==> src/rtl/ps2_frame_receiver.sv <==
// PS/2 keyboard receiver: pin synchronisation, clock glitch filter, 11-bit frame deframing, E0/F0 scan-code decode.
// Optional PS2_PARITY_CHECK_EN: when defined, frames with bad odd parity or a low stop bit are rejected with rx_err.
module ps2_frame_receiver #(
    parameter int FILTER_LEN     = 8,
    parameter int TIMEOUT_CYCLES = 50000
) (
    input  logic       CLK_50M,
    input  logic       RSTn,
    input  logic       ps2k_clk,
    input  logic       ps2k_data,
    output logic [7:0] ps2_byte,
    output logic       ps2_ext,
    output logic       ps2_state,
    output logic       key_pulse,
    output logic       rx_err
);

    localparam int FW = $clog2(FILTER_LEN + 1);
    localparam int TW = $clog2(TIMEOUT_CYCLES + 1);

    typedef enum logic [1:0] {IDLE, DATA, PARITY, STOP} state_t;

    logic [1:0]    clk_sync, data_sync;
    logic          clk_s, data_s;
    logic          filt_clk;
    logic [FW-1:0] filt_cnt;
    logic          fe;
    state_t        state_q, state_d;
    logic [7:0]    shift_q;
    logic [2:0]    bit_cnt;
    logic [TW-1:0] to_cnt;
    logic          timeout, frame_done, frame_good;
    logic          ext_pend, brk_pend;

    always_ff @(posedge CLK_50M or negedge RSTn) begin
        if (!RSTn) begin
            clk_sync  <= 2'b11;
            data_sync <= 2'b11;
        end else begin
            clk_sync  <= {clk_sync[0], ps2k_clk};
            data_sync <= {data_sync[0], ps2k_data};
        end
    end

    assign clk_s  = clk_sync[1];
    assign data_s = data_sync[1];

    // The filtered clock flips only after FILTER_LEN consecutive samples disagree with it.
    always_ff @(posedge CLK_50M or negedge RSTn) begin
        if (!RSTn) begin
            filt_clk <= 1'b1;
            filt_cnt <= '0;
        end else if (clk_s == filt_clk) begin
            filt_cnt <= '0;
        end else if (filt_cnt == FW'(FILTER_LEN - 1)) begin
            filt_clk <= clk_s;
            filt_cnt <= '0;
        end else begin
            filt_cnt <= filt_cnt + FW'(1);
        end
    end

    assign fe         = filt_clk && !clk_s && (filt_cnt == FW'(FILTER_LEN - 1));
    assign timeout    = (state_q != IDLE) && (to_cnt == TW'(TIMEOUT_CYCLES - 1)) && !fe;
    assign frame_done = fe && (state_q == STOP);

`ifdef PS2_PARITY_CHECK_EN
    logic parity_q;
    assign frame_good = data_s && (^{shift_q, parity_q});
`else
    assign frame_good = 1'b1;
`endif

    always_ff @(posedge CLK_50M or negedge RSTn) begin
        if (!RSTn) state_q <= IDLE;
        else       state_q <= state_d;
    end

    always_comb begin
        state_d = state_q;
        if (fe) begin
            unique case (state_q)
                IDLE:    if (!data_s) state_d = DATA;
                DATA:    if (bit_cnt == 3'd7) state_d = PARITY;
                PARITY:  state_d = STOP;
                STOP:    state_d = IDLE;
                default: state_d = IDLE;
            endcase
        end else if (timeout) begin
            state_d = IDLE;
        end
    end

    // Shift register, bit counter and inactivity timer; an fe always takes priority over a timeout.
    always_ff @(posedge CLK_50M or negedge RSTn) begin
        if (!RSTn) begin
            shift_q <= '0;
            bit_cnt <= '0;
            to_cnt  <= '0;
`ifdef PS2_PARITY_CHECK_EN
            parity_q <= 1'b0;
`endif
        end else if (fe) begin
            to_cnt <= '0;
            case (state_q)
                IDLE: bit_cnt <= '0;
                DATA: begin
                    shift_q <= {data_s, shift_q[7:1]};
                    bit_cnt <= bit_cnt + 3'd1;
                end
`ifdef PS2_PARITY_CHECK_EN
                PARITY: parity_q <= data_s;
`endif
                default: ;
            endcase
        end else if (timeout) begin
            shift_q <= '0;
            bit_cnt <= '0;
            to_cnt  <= '0;
        end else if (state_q == IDLE) begin
            to_cnt <= '0;
        end else begin
            to_cnt <= to_cnt + TW'(1);
        end
    end

    // Scan-code decode: E0/F0 only arm pending flags; the next plain byte is a make or a break.
    always_ff @(posedge CLK_50M or negedge RSTn) begin
        if (!RSTn) begin
            ps2_byte  <= 8'h00;
            ps2_ext   <= 1'b0;
            ps2_state <= 1'b0;
            key_pulse <= 1'b0;
            rx_err    <= 1'b0;
            ext_pend  <= 1'b0;
            brk_pend  <= 1'b0;
        end else begin
            key_pulse <= 1'b0;
            rx_err    <= timeout || (frame_done && !frame_good);
            if (frame_done && frame_good) begin
                if (shift_q == 8'hE0) begin
                    ext_pend <= 1'b1;
                end else if (shift_q == 8'hF0) begin
                    brk_pend <= 1'b1;
                end else if (brk_pend) begin
                    if (shift_q == ps2_byte && ext_pend == ps2_ext) ps2_state <= 1'b0;
                    ext_pend <= 1'b0;
                    brk_pend <= 1'b0;
                end else begin
                    key_pulse <= !ps2_state || ({ext_pend, shift_q} != {ps2_ext, ps2_byte});
                    ps2_byte  <= shift_q;
                    ps2_ext   <= ext_pend;
                    ps2_state <= 1'b1;
                    ext_pend  <= 1'b0;
                end
            end
        end
    end

endmodule

==> config.mk <==
export PLATFORM = sky130hd
export DESIGN_NAME = ps2_frame_receiver
export DESIGN_NICKNAME = d
export VERILOG_FILES = /design/src/rtl/ps2_frame_receiver.sv
export SDC_FILE = /design/constraint.sdc
export NUM_CORES = 1
export LEC_CHECK = 0
export ABC_AREA = 1
export BUFFER_PORTS_ARGS = -buffer_cell sky130_fd_sc_hd__buf_2
export CAP_MARGIN = 20
export CORE_MARGIN = 2
export CORE_UTILIZATION = 55
export DETAILED_ROUTE_END_ITERATION = 8
export GPL_TIMING_DRIVEN = 0
export PLACE_DENSITY = 0.73
export SLEW_MARGIN = 20
export SYNTH_ARGS = -nofsm -noshare
export SYNTH_HDL_FRONTEND = slang
export SYNTH_SLANG_ARGS = --single-unit
export TNS_END_PERCENT = 100
==> constraint.sdc <==
create_clock -name CLK_50M -period 3.5 [get_ports CLK_50M]
set_input_delay 0.525 -clock CLK_50M [delete_from_list [all_inputs] [get_ports CLK_50M]]
set_output_delay 0.525 -clock CLK_50M [all_outputs]
set_load 0.05 [all_outputs]
==> results.toml <==
[cts]
cts_buffers = 5
clk_pin_slew_ns = 0.09
root_buffer = "clkbuf_8"
postCtsSetupBuffers = 0
post_cts_resized = 0
cts_tree = "built"
cts_hold_buf = 0
clockBufferDepth = 2
cts.htree.levels = 2
clk_latency_ns = 0.31
cts.sinks = 52

[grt]
grtUsageTotal = 0.204
grt_pass1_vias = 1874
gr-usage-met2 = 0.301
grt_max_degree = 53
grt_overflow = 0
antenna_found_initial = 0
gr-usage-met3 = 0.0412
grt_first_pass_wirelength_mm = 8.45
busiest_layer = "met2"
met1_usage = 0.296

[route]
drt-pass1-iter-count = 4
wl_per_cell_um = 11.5
via_count = 2003
ant_nets = 0
routed_wl_mm = 4.59
drt_first_iter_violations = 114
remaining_drc_errors = 0
via_per_inst = 5.05

[floorplanning]
coreArea_um2 = 4660
die_area_um2 = 5370
io_pins = 16
die_h_um = 73.3
die_w_um = 73.3
num_rows = 25
initial_core_util = 0.566

[logic_synthesis]
synth_mux_area_frac = 0
synth_simple_gate_area_frac = 0.282
synthAdderAreaFrac = 0.0427
synth_compound_area_frac = 0.0706
ys_warn_count = 0
syn_nets = 333
synth_xor_area_frac = 0.0365
yosysSeqAreaShare = 0.495
synth_top_family_by_area = "simple AND/OR/NAND/NOR gates"
synth_cell_types = 28
syn_inst = 320
syn_area_um2 = 2640
synth-seq-cells = 52
postSynthAreaPerCell_um2 = 8.25

[worst_setup_path]
cp_max_fo = 8
startpoint_type = "flop"
required_ns = 3.68
crit_chain = "inv_1 > ha_1 > nor2_1 > nand2_1 > nor2_1 > nand4_1 > nand2_1 > o21ai_0"
arrival_ns = 1.98
critPathKind = "flop to flop"
slowest_stage = "dfrtp_1"
cp-end-kind = "flop"
cpPeakStageDelay_ns = 0.41

[sta]
post-route-min-period_ns = 1.79
rsz0062_at_grt = "false"
slew_viol_final = 0
tns_ns = 0
worst_pin_slew_ns = 0.643
finalSetupViolCount = 0
hold_viol_final = 0
relSlewSlack = 0.571
fin_worst_skew_ns = 0.0102
clock.fmax_mhz = 558
fin_crit_sh = 0.512

[placed_design]
place_area_um2 = 2790
portBuffers = 15
gp_congestion = 0.851
dp_hpwl_mm = 3.32

[finish]
nNetsFinal = 355
stdcell_area_um2 = 2890
diodes = 0
syn_to_final_growth_pct = 9.57
final_util = 0.621
drive_gt1_frac = 0.140

[worst_hold_path]
hold_path_class = "primary input to async pin"

[power]
cellPowerDensity_nw_per_um2 = 383
p_leak_nw = 1.39
peakVddDrop_v = 0.000220

[job]
maxCapViolCount = 0

[outcome]
status = "completed"
[path summary, 6_finish.rpt]
path | cells past startpoint | from | endpoint | slack (ns)
hold / removal | 1 | RSTn | to_cnt[2] | 0.23
setup / recovery | 8 | state_q[0] | shift_q[5] | 1.71
max in group asynchronous | 1 | RSTn | to_cnt[11] | 2.83
setup reg to reg | 8 | state_q[0] | shift_q[5] | 1.71
min in group CLK_50M | 1 | ps2k_data | data_sync[0] | 0.31
hold reg to reg | 0 | clk_sync[0] | clk_sync[1] | 0.36
[power by group]
| part | switching [W] | leakage [nW] | internal (W) | total, W |
|---|---|---|---|---|
| Combinational | 0.0000405 | 0.632 | 0.0000218 | 0.0000623 |
| Clock | 0.000192 | 0.0552 | 0.000212 | 0.000404 |
| Sequential | 0.0000161 | 0.707 | 0.000626 | 0.000642 |
[metal layers]
| metal | wire length [µm] | vias to the layer above |
|---|---|---|
| met4 | 77 | 0 |
| met5 | 0 | - |
| met1 | 2360 | 925 |
| met3 | 120 | 6 |
| li1 | - | 1049 |
| met2 | 2030 | 23 |
[final cells by class]
| type | count | area (µm²) |
|---|---|---|
| clock inverters | 2 | 35.0 |
| repair buffers | 15 | 77.6 |
| inverters | 46 | 173 |
| well taps | 54 | 67.6 |
| flip-flops and latches | 52 | 1310 |
| plain buffers | 2 | 18.8 |
| multi-input cells | 220 | 1140 |
| fillers | 407 | 1770 |
| clock buffers | 6 | 72.6 |
[kinds of logic (layout without fill, tap and decap cells)]
group | after synthesis | in the layout
AND/OR/NAND/NOR | 171 | 171
XOR/XNOR | 11 | 11
adder cells (fa/ha/maj) | 9 | 9
buffers and inverters | 48 | 71
flip-flops | 52 | 52
AO/OA/AOI/OAI | 29 | 29
[Yosys cell counts (all sizes together)]
cell type / number / area (µm²)
a21oi: 5 / 25.0
a31oi: 2 / 12.5
buf: 2 / 18.8
clkinv: 1 / 3.75
dfrtp: 47 / 1180
dfstp: 5 / 131
ha: 9 / 113
inv: 45 / 169
nand2: 85 / 329
nand3: 23 / 115
nand4: 6 / 52.6
nor2: 50 / 208
nor3: 3 / 15.0
nor3b: 1 / 7.51
o211ai: 1 / 7.51
o21ai: 20 / 134
o21bai: 1 / 7.51
or2: 3 / 18.8
xnor2: 6 / 52.6
xor2: 5 / 43.8
[sequential cells by signal (all words and copies together) (netlist names), 2 cells and up]
name,flops
state_q,2
shift_q,8
to_cnt,16
ps2_byte,8
clk_sync,2
data_sync,2
bit_cnt,3
filt_cnt,4
[stage by stage]
stage	power (W)	std cells	setup slack, ns	hold slack, ns
2_1_floorplan	0.000692	320	1.94	0.229
3_3_place_gp	0.000714	389	1.73	0.346
3_5_place_dp	0.000720	389	1.69	0.349
4_1_cts	0.00112	397	1.69	0.256
5_1_grt	0.00116	397	1.46	0.294
6_report	0.00111	397	1.71	0.226
[critical path, delay by kind of cell (launching register included)]
| kind | cells | cell delay [ns] |
|---|---|---|
| AO/OA/AOI/OAI | 1 | 0.11 |
| adder cells (fa/ha/maj) | 1 | 0.24 |
| buffers and inverters | 1 | 0.08 |
| flip-flops | 1 | 0.41 |
| AND/OR/NAND/NOR | 5 | 0.84 |
[layout by cell type, fill, tap and decap left out]
| cell | n |
|---|---|
| buf_6 | 1 |
| nor2_1 | 46 |
| nor3b_1 | 1 |
| nand4_4 | 1 |
| o21ai_1 | 1 |
| clkinv_2 | 1 |
| clkbuf_8 | 5 |
| nor3_1 | 3 |
| a31oi_1 | 2 |
| o21bai_1 | 1 |
| buf_4 | 2 |
| nand4_1 | 5 |
| a21oi_1 | 5 |
| nand3_1 | 23 |
| nor2_2 | 2 |
| nand2_4 | 1 |
| nand2_1 | 83 |
| clkbuf_1 | 1 |
| dfstp_2 | 5 |
| clkinv_1 | 1 |
| xnor2_1 | 6 |
| o211ai_1 | 1 |
| nand2_2 | 1 |
| o21ai_0 | 10 |
| ha_1 | 9 |
| o21ai_2 | 9 |
| dfrtp_1 | 47 |
| buf_2 | 14 |
| xor2_1 | 5 |
| nor2_4 | 2 |
| or2_2 | 3 |
| inv_1 | 45 |
| bufinv_16 | 1 |
(Power assumes the default switching activity.)
